==> src/rtl/psum_drain_quant_pkg.sv <==
// Shared types and widths for the partial-sum drain/requantize stage.
package psum_drain_quant_pkg;

    localparam int PSUM_W = 20;
    localparam int OUT_W  = 8;

    typedef logic [PSUM_W-1:0] psum_t;
    typedef logic [OUT_W-1:0]  q_t;

    typedef enum logic {
        IDLE  = 1'b0,
        DRAIN = 1'b1
    } state_t;

endpackage

==> src/rtl/psum_drain_quant_quant_elem.sv <==
// Combinational round / right-shift / saturate of a single partial sum.
module quant_elem
    import psum_drain_quant_pkg::*;
(
    input  psum_t      x,
    input  logic [4:0] shift,
    input  logic       round_en,
    output q_t         y,
    output logic       sat
);

    localparam logic [PSUM_W:0] ONE = 1;

    logic [PSUM_W:0] rnd;
    logic [PSUM_W:0] t;
    logic [PSUM_W:0] q;

    // One extra bit on the sum so the rounding term can never wrap.
    always_comb begin
        rnd = '0;
        if (round_en && (shift != 5'd0)) begin
            rnd = ONE << (shift - 5'd1);
        end
        t   = {1'b0, x} + rnd;
        q   = t >> shift;
        sat = |q[PSUM_W:OUT_W];
        y   = sat ? '1 : q[OUT_W-1:0];
    end

endmodule

==> src/rtl/psum_drain_quant.sv <==
// Captures the NxN partial-sum tile on done_in and drains it row by row,
// requantized to OUT_W bits, over a valid/ready write port.
module psum_drain_quant
    import psum_drain_quant_pkg::*;
#(
    parameter int N      = 8,
    parameter int ADDR_W = 13
) (
    input  logic                              clk,
    input  logic                              rst_n,
    input  logic                              done_in,
    input  logic [N-1:0][N-1:0][PSUM_W-1:0]   psum_in,
    input  logic [4:0]                        shift_amt,
    input  logic                              round_en,
    input  logic [ADDR_W-1:0]                 base_addr,
    output logic                              clear_out,
    output logic                              wr_valid,
    input  logic                              wr_ready,
    output logic [ADDR_W-1:0]                 wr_addr,
    output logic [N-1:0][OUT_W-1:0]           wr_data,
    output logic                              busy,
    output logic                              drain_done,
    output logic                              sat_flag,
    output logic                              overrun
);

    localparam int ROW_W = (N > 1) ? $clog2(N) : 1;
    localparam logic [ROW_W-1:0] LAST_ROW = ROW_W'(N - 1);

    state_t                          state_reg, state_next;
    logic [N-1:0][N-1:0][PSUM_W-1:0] buf_reg;
    logic [4:0]                      shift_reg;
    logic                            round_reg;
    logic [ADDR_W-1:0]               base_reg;
    logic [ROW_W-1:0]                row_reg;
    logic                            clear_reg;
    logic                            done_reg;
    logic                            sat_reg;
    logic                            overrun_reg;
    logic [N-1:0]                    col_sat;

    logic capture;
    logic accept;
    logic last_beat;

    assign capture   = (state_reg == IDLE) && done_in;
    assign accept    = (state_reg == DRAIN) && wr_ready;
    assign last_beat = accept && (row_reg == LAST_ROW);

    always_ff @(posedge clk or negedge rst_n) begin
        if (!rst_n) begin
            state_reg <= IDLE;
        end else begin
            state_reg <= state_next;
        end
    end

    always_comb begin
        state_next = state_reg;
        case (state_reg)
            IDLE:    if (capture)   state_next = DRAIN;
            DRAIN:   if (last_beat) state_next = IDLE;
            default: state_next = IDLE;
        endcase
    end

    always_ff @(posedge clk or negedge rst_n) begin
        if (!rst_n) begin
            buf_reg     <= '0;
            shift_reg   <= '0;
            round_reg   <= 1'b0;
            base_reg    <= '0;
            row_reg     <= '0;
            clear_reg   <= 1'b0;
            done_reg    <= 1'b0;
            sat_reg     <= 1'b0;
            overrun_reg <= 1'b0;
        end else begin
            clear_reg <= capture;
            done_reg  <= last_beat;
            if (capture) begin
                buf_reg   <= psum_in;
                shift_reg <= (shift_amt > 5'd19) ? 5'd19 : shift_amt;
                round_reg <= round_en;
                base_reg  <= base_addr;
                row_reg   <= '0;
                sat_reg   <= 1'b0;
            end else if (accept) begin
                if (!last_beat) begin
                    row_reg <= row_reg + 1'b1;
                end
                if (|col_sat) begin
                    sat_reg <= 1'b1;
                end
            end
            // A completion while draining (including the final beat) is dropped.
            if (done_in && (state_reg == DRAIN)) begin
                overrun_reg <= 1'b1;
            end
        end
    end

    for (genvar gi = 0; gi < N; gi++) begin : g_col
        quant_elem u_quant (
            .x        (buf_reg[row_reg][gi]),
            .shift    (shift_reg),
            .round_en (round_reg),
            .y        (wr_data[gi]),
            .sat      (col_sat[gi])
        );
    end

    assign wr_valid   = (state_reg == DRAIN);
    assign busy       = (state_reg == DRAIN);
    assign wr_addr    = base_reg + ADDR_W'(row_reg);
    assign clear_out  = clear_reg;
    assign drain_done = done_reg;
    assign sat_flag   = sat_reg;
    assign overrun    = overrun_reg;

endmodule

==> config.mk <==
export PLATFORM = sky130hd
export DESIGN_NAME = psum_drain_quant
export DESIGN_NICKNAME = d
export VERILOG_FILES = /design/src/rtl/psum_drain_quant_pkg.sv /design/src/rtl/psum_drain_quant_quant_elem.sv /design/src/rtl/psum_drain_quant.sv
export SDC_FILE = /design/constraint.sdc
export NUM_CORES = 2
export LEC_CHECK = 0
export BUFFER_PORTS_ARGS = -buffer_cell sky130_fd_sc_hd__buf_2
export CAP_MARGIN = 20
export CELL_PAD_IN_SITES_DETAIL_PLACEMENT = 1
export CELL_PAD_IN_SITES_GLOBAL_PLACEMENT = 2
export CORE_AREA = 3 3 542 544
export CTS_CLUSTER_DIAMETER = 100
export DETAILED_ROUTE_END_ITERATION = 10
export DIE_AREA = 0 0 545 547
export HOLD_SLACK_MARGIN = 0.02
export PLACE_DENSITY = 0.7
export SLEW_MARGIN = 30
export SYNTH_ARGS = -nofsm -noshare
export SYNTH_HDL_FRONTEND = slang
export SYNTH_SLANG_ARGS = --single-unit
==> constraint.sdc <==
create_clock -name clk -period 18.3 [get_ports clk]
set_input_delay 1.83 -clock clk [delete_from_list [all_inputs] [get_ports clk]]
set_output_delay 1.83 -clock clk [all_outputs]
set_load 0.02 [all_outputs]
==> impl_metrics.ini <==
[cells_and_area]
synthToLayoutAreaGrowth_pct = 22.9
finish.instance_area_um2 = 93800
final_cell_count_no_fill = 12000
largest_register_ffs = 1280
final_nets = 9202
ff_latch_area_um2 = 32700
post_route_cells_drive_above_1_share = 0.454
fillCellCount = 32200
multiInputGateArea_um2 = 41600
post-route-util = 0.323

[timing]
timing.max_slew.rel_slack = 0.184
layout_min_cycle_time_ps = 10990
rsz0062_at_grt = false
fmaxAchievable_ghz = 0.0910
setup-tns-final_ps = 0
final_max_slew_viol_count = 0
report.final.hold_viol_count = 0
worstMarginPinSlew_ps = 1210
timing.final.setup_violations = 0
clock_tree_skew_after_final_layout_ps = 54.0
timing.final.crit_share = 0.600

[setup_path]
rr_worst_depth = 18
critical-path-top-delay-family = compound AO/OA/AOI/OAI gates
timing.setup.critical_path_class = register to primary output
cp_num_buf_inv = 3
critical_path_required_ps = 16470
slowest_delay_ps = 970
critical_path.cell_chain = buf_12 > buf_4 > mux2i_1 > a22oi_1 > and2_1 > o32ai_1 > a21o_1 > a21boi_2 > o21ai_1 > a31o_2 > mux2_2 > o32ai_2 > a2bb2oi_1 > o41ai_1 > and4_1 > o21ai_0 > buf_2
critPathLaunchType = register
critical_path.reg2reg.startpoint = row_reg[0]
cpMaxStageDelayCell = sky130_fd_sc_hd__mux2i_1
critical_path.endpoint_type = primary output
worstPathArrival_ps = 9160
critical_path_peak_fanout = 81
reg2reg_to = sat_flag
r2r_slack_ps = 9340

[route]
finalWirelength_um = 432000
maxUsedRoutingLayer = met5
met3_wirelength_um = 33600
detail-route-antenna-nets = 0
met2RoutedLength_um = 191000
post_drt_via_cell_ratio = 5.42
drt-met1-wl_um = 186000
drt-wirelength-per-cell_um = 35.9
detail_route.first_pass.iterations = 8
first_drt_iteration_drcs = 5784
drc = 0
detailroute.via_count = 65100

[power_and_ir_drop]
powerDensity_nw_per_um2 = 232
internal_power_mw = 11.1
pwr-share-comb = 0.593
power.share.sequential = 0.252
clkPwrFrac = 0.155
p_sw_mw = 10.6
max-vdd-ir-drop_v = 0.000106
p_leak_nw = 40.5
switching_fraction = 0.489
finalPower_mw = 21.7

[die]
io_pins = 1386
die-width_um = 545
core-area_um2 = 290000
initial_utilization = 0.263
die-height_um = 547
die-area_um2 = 298000
core.rowCount = 198

[placement]
hpwl_um = 345000
io_buffers = 1385
gp_routability_congestion = 0.960
placedInstanceArea_um2 = 87700
dp.cells = 11500

[yosys]
synthTopCellsByArea = sky130_fd_sc_hd__dfrtp_1, sky130_fd_sc_hd__mux2_2, sky130_fd_sc_hd__mux4_2
syn_nets = 7948
synth.top_cell.area_share = 0.428
ys_flop_type = sky130_fd_sc_hd__dfrtp_1
post_synthesis_register_bit_count = 1307
avgSynthCellArea_um2 = 11.7
synth_edf_count = 0
sequential_fraction_of_the_synthesis_area = 0.428
synth_async_sr_flop_share = 1.00
post_synth_instance_area_um2 = 76300
synth.lib_cells_used.distinct = 123
synthTopCellsByCount = sky130_fd_sc_hd__mux2_2, sky130_fd_sc_hd__dfrtp_1, sky130_fd_sc_hd__nand2_1, sky130_fd_sc_hd__nor2_1, sky130_fd_sc_hd__clkbuf_1
yosys_warnings = 0
syn_inst = 6551
synth_area_leader_cell = sky130_fd_sc_hd__dfrtp_1
yosysMostFrequentCell = sky130_fd_sc_hd__mux2_2

[clock_network]
cts-buffers-inserted = 164
clkLatencyLatePin_ps = 820
postCtsResizedCells = 0
hold_buffers = 0
clkSlewWorstSetupHoldPaths_ps = 60
cts_root_buffer = sky130_fd_sc_hd__clkbuf_16
post-cts-setup-buffer-count = 0
cts.htree.levels = 4
clockBufferDepth = 4
numClockSinks = 1307
clock_tree_from_tritoncts = yes

[global_routing]
number_of_global_route_vias_before_repair = 66400
antenna_found_initial = 415
gr-usage-all-layers = 0.280
wire_length_of_the_first_global_routing_pass_um = 580000
pin_count_of_the_biggest_net_entering_global_routing = 188
grt_remaining_overflow = 0

[min_path]
worst_hold_path.endpoint = overrun
hold_path.startpoint = overrun
hold_crit_depth = 1
hold_path_class = register to register

[run]
max-cap-violations = 0

[outcome]
outcome = completed
-- placed cells by master (no fill, tap or decap), types with 25 or more instances in the layout --
master	count
sky130_fd_sc_hd__clkbuf_1	30
sky130_fd_sc_hd__clkbuf_8	43
sky130_fd_sc_hd__mux2_2	1391
sky130_fd_sc_hd__a31oi_1	45
sky130_fd_sc_hd__nand3_1	69
sky130_fd_sc_hd__o21ai_0	205
sky130_fd_sc_hd__a22oi_1	52
sky130_fd_sc_hd__a21oi_1	266
sky130_fd_sc_hd__o221ai_1	35
sky130_fd_sc_hd__o22ai_1	54
sky130_fd_sc_hd__nor3_1	72
sky130_fd_sc_hd__buf_2	1384
sky130_fd_sc_hd__and2_1	38
sky130_fd_sc_hd__clkbuf_16	167
sky130_fd_sc_hd__ha_1	93
sky130_fd_sc_hd__inv_1	61
sky130_fd_sc_hd__o31ai_1	34
sky130_fd_sc_hd__mux2i_1	207
sky130_fd_sc_hd__and3_1	34
sky130_fd_sc_hd__mux4_2	255
sky130_fd_sc_hd__nor2_1	317
sky130_fd_sc_hd__o211ai_1	47
sky130_fd_sc_hd__xnor2_1	168
sky130_fd_sc_hd__clkinv_2	25
sky130_fd_sc_hd__a211oi_1	77
sky130_fd_sc_hd__buf_4	131
sky130_fd_sc_hd__nand2_1	556
sky130_fd_sc_hd__diode_2	184
sky130_fd_sc_hd__dfrtp_1	1299
sky130_fd_sc_hd__nand2b_1	40
sky130_fd_sc_hd__xor2_1	55
sky130_fd_sc_hd__o21a_1	40
sky130_fd_sc_hd__a21o_1	60
-- layer usage --
metal	GRT usage	up-vias
li1	-	27200
met1	0.375	33900
met2	0.432	2756
met3	0.0760	968
met4	0.103	180
met5	0	-
-- area by class of cell --
cell class / instances / share of cell area
Tap cell: 3900 / 0.0520
Timing Repair Buffer: 1538 / 0.0888
Antenna cell: 184 / 0.00491
Clock inverter: 51 / 0.00672
Sequential cell: 1307 / 0.349
Multi-Input combinational cell: 4728 / 0.444
Inverter: 66 / 0.00279
Clock buffer: 240 / 0.0521
-- worst max path at each step --
stage                     slack, ps           to  startpoint  depth (start not counted)
final                          7310  wr_data[23]  row_reg[0]                         17
after global routing           6830  wr_data[57]  row_reg[0]                         23
after CTS                      7300  wr_data[57]  row_reg[0]                         23
after detailed placement       8240  wr_data[57]  row_reg[0]                         23
after global placement         8360  wr_data[57]  row_reg[0]                         23
after floorplan                9850  wr_data[32]  row_reg[0]                         26
-- logic make-up after synthesis --
group	after synthesis	synth area share
flip-flops	1307	0.428
multiplexers	1877	0.313
buffers and inverters	516	0.0291
AND/OR/NAND/NOR	1325	0.0789
XOR/XNOR	226	0.0262
adder cells (fa/ha/maj)	101	0.0164
AO/OA/AOI/OAI	1199	0.108
-- power by group through the flow --
stage | sequential (mW) | clock [mW] | combinational [mW]
final | 5.47 | 3.37 | 12.9
after global routing | 5.62 | 3.57 | 13.7
after CTS | 5.45 | 3.45 | 12.8
after detailed placement | 5.48 | 0 | 12.7
after global placement | 5.40 | 0 | 12.6
after floorplan | 4.80 | 0 | 7.99
-- metrics by stage --
step	hold slack, ps	worst slack [ps]
2_1_floorplan	472	9850
3_3_place_gp	444	8360
3_5_place_dp	458	8240
4_1_cts	473	7300
5_1_grt	502	6830
6_report	469	7310
(Power assumes the default switching activity.)
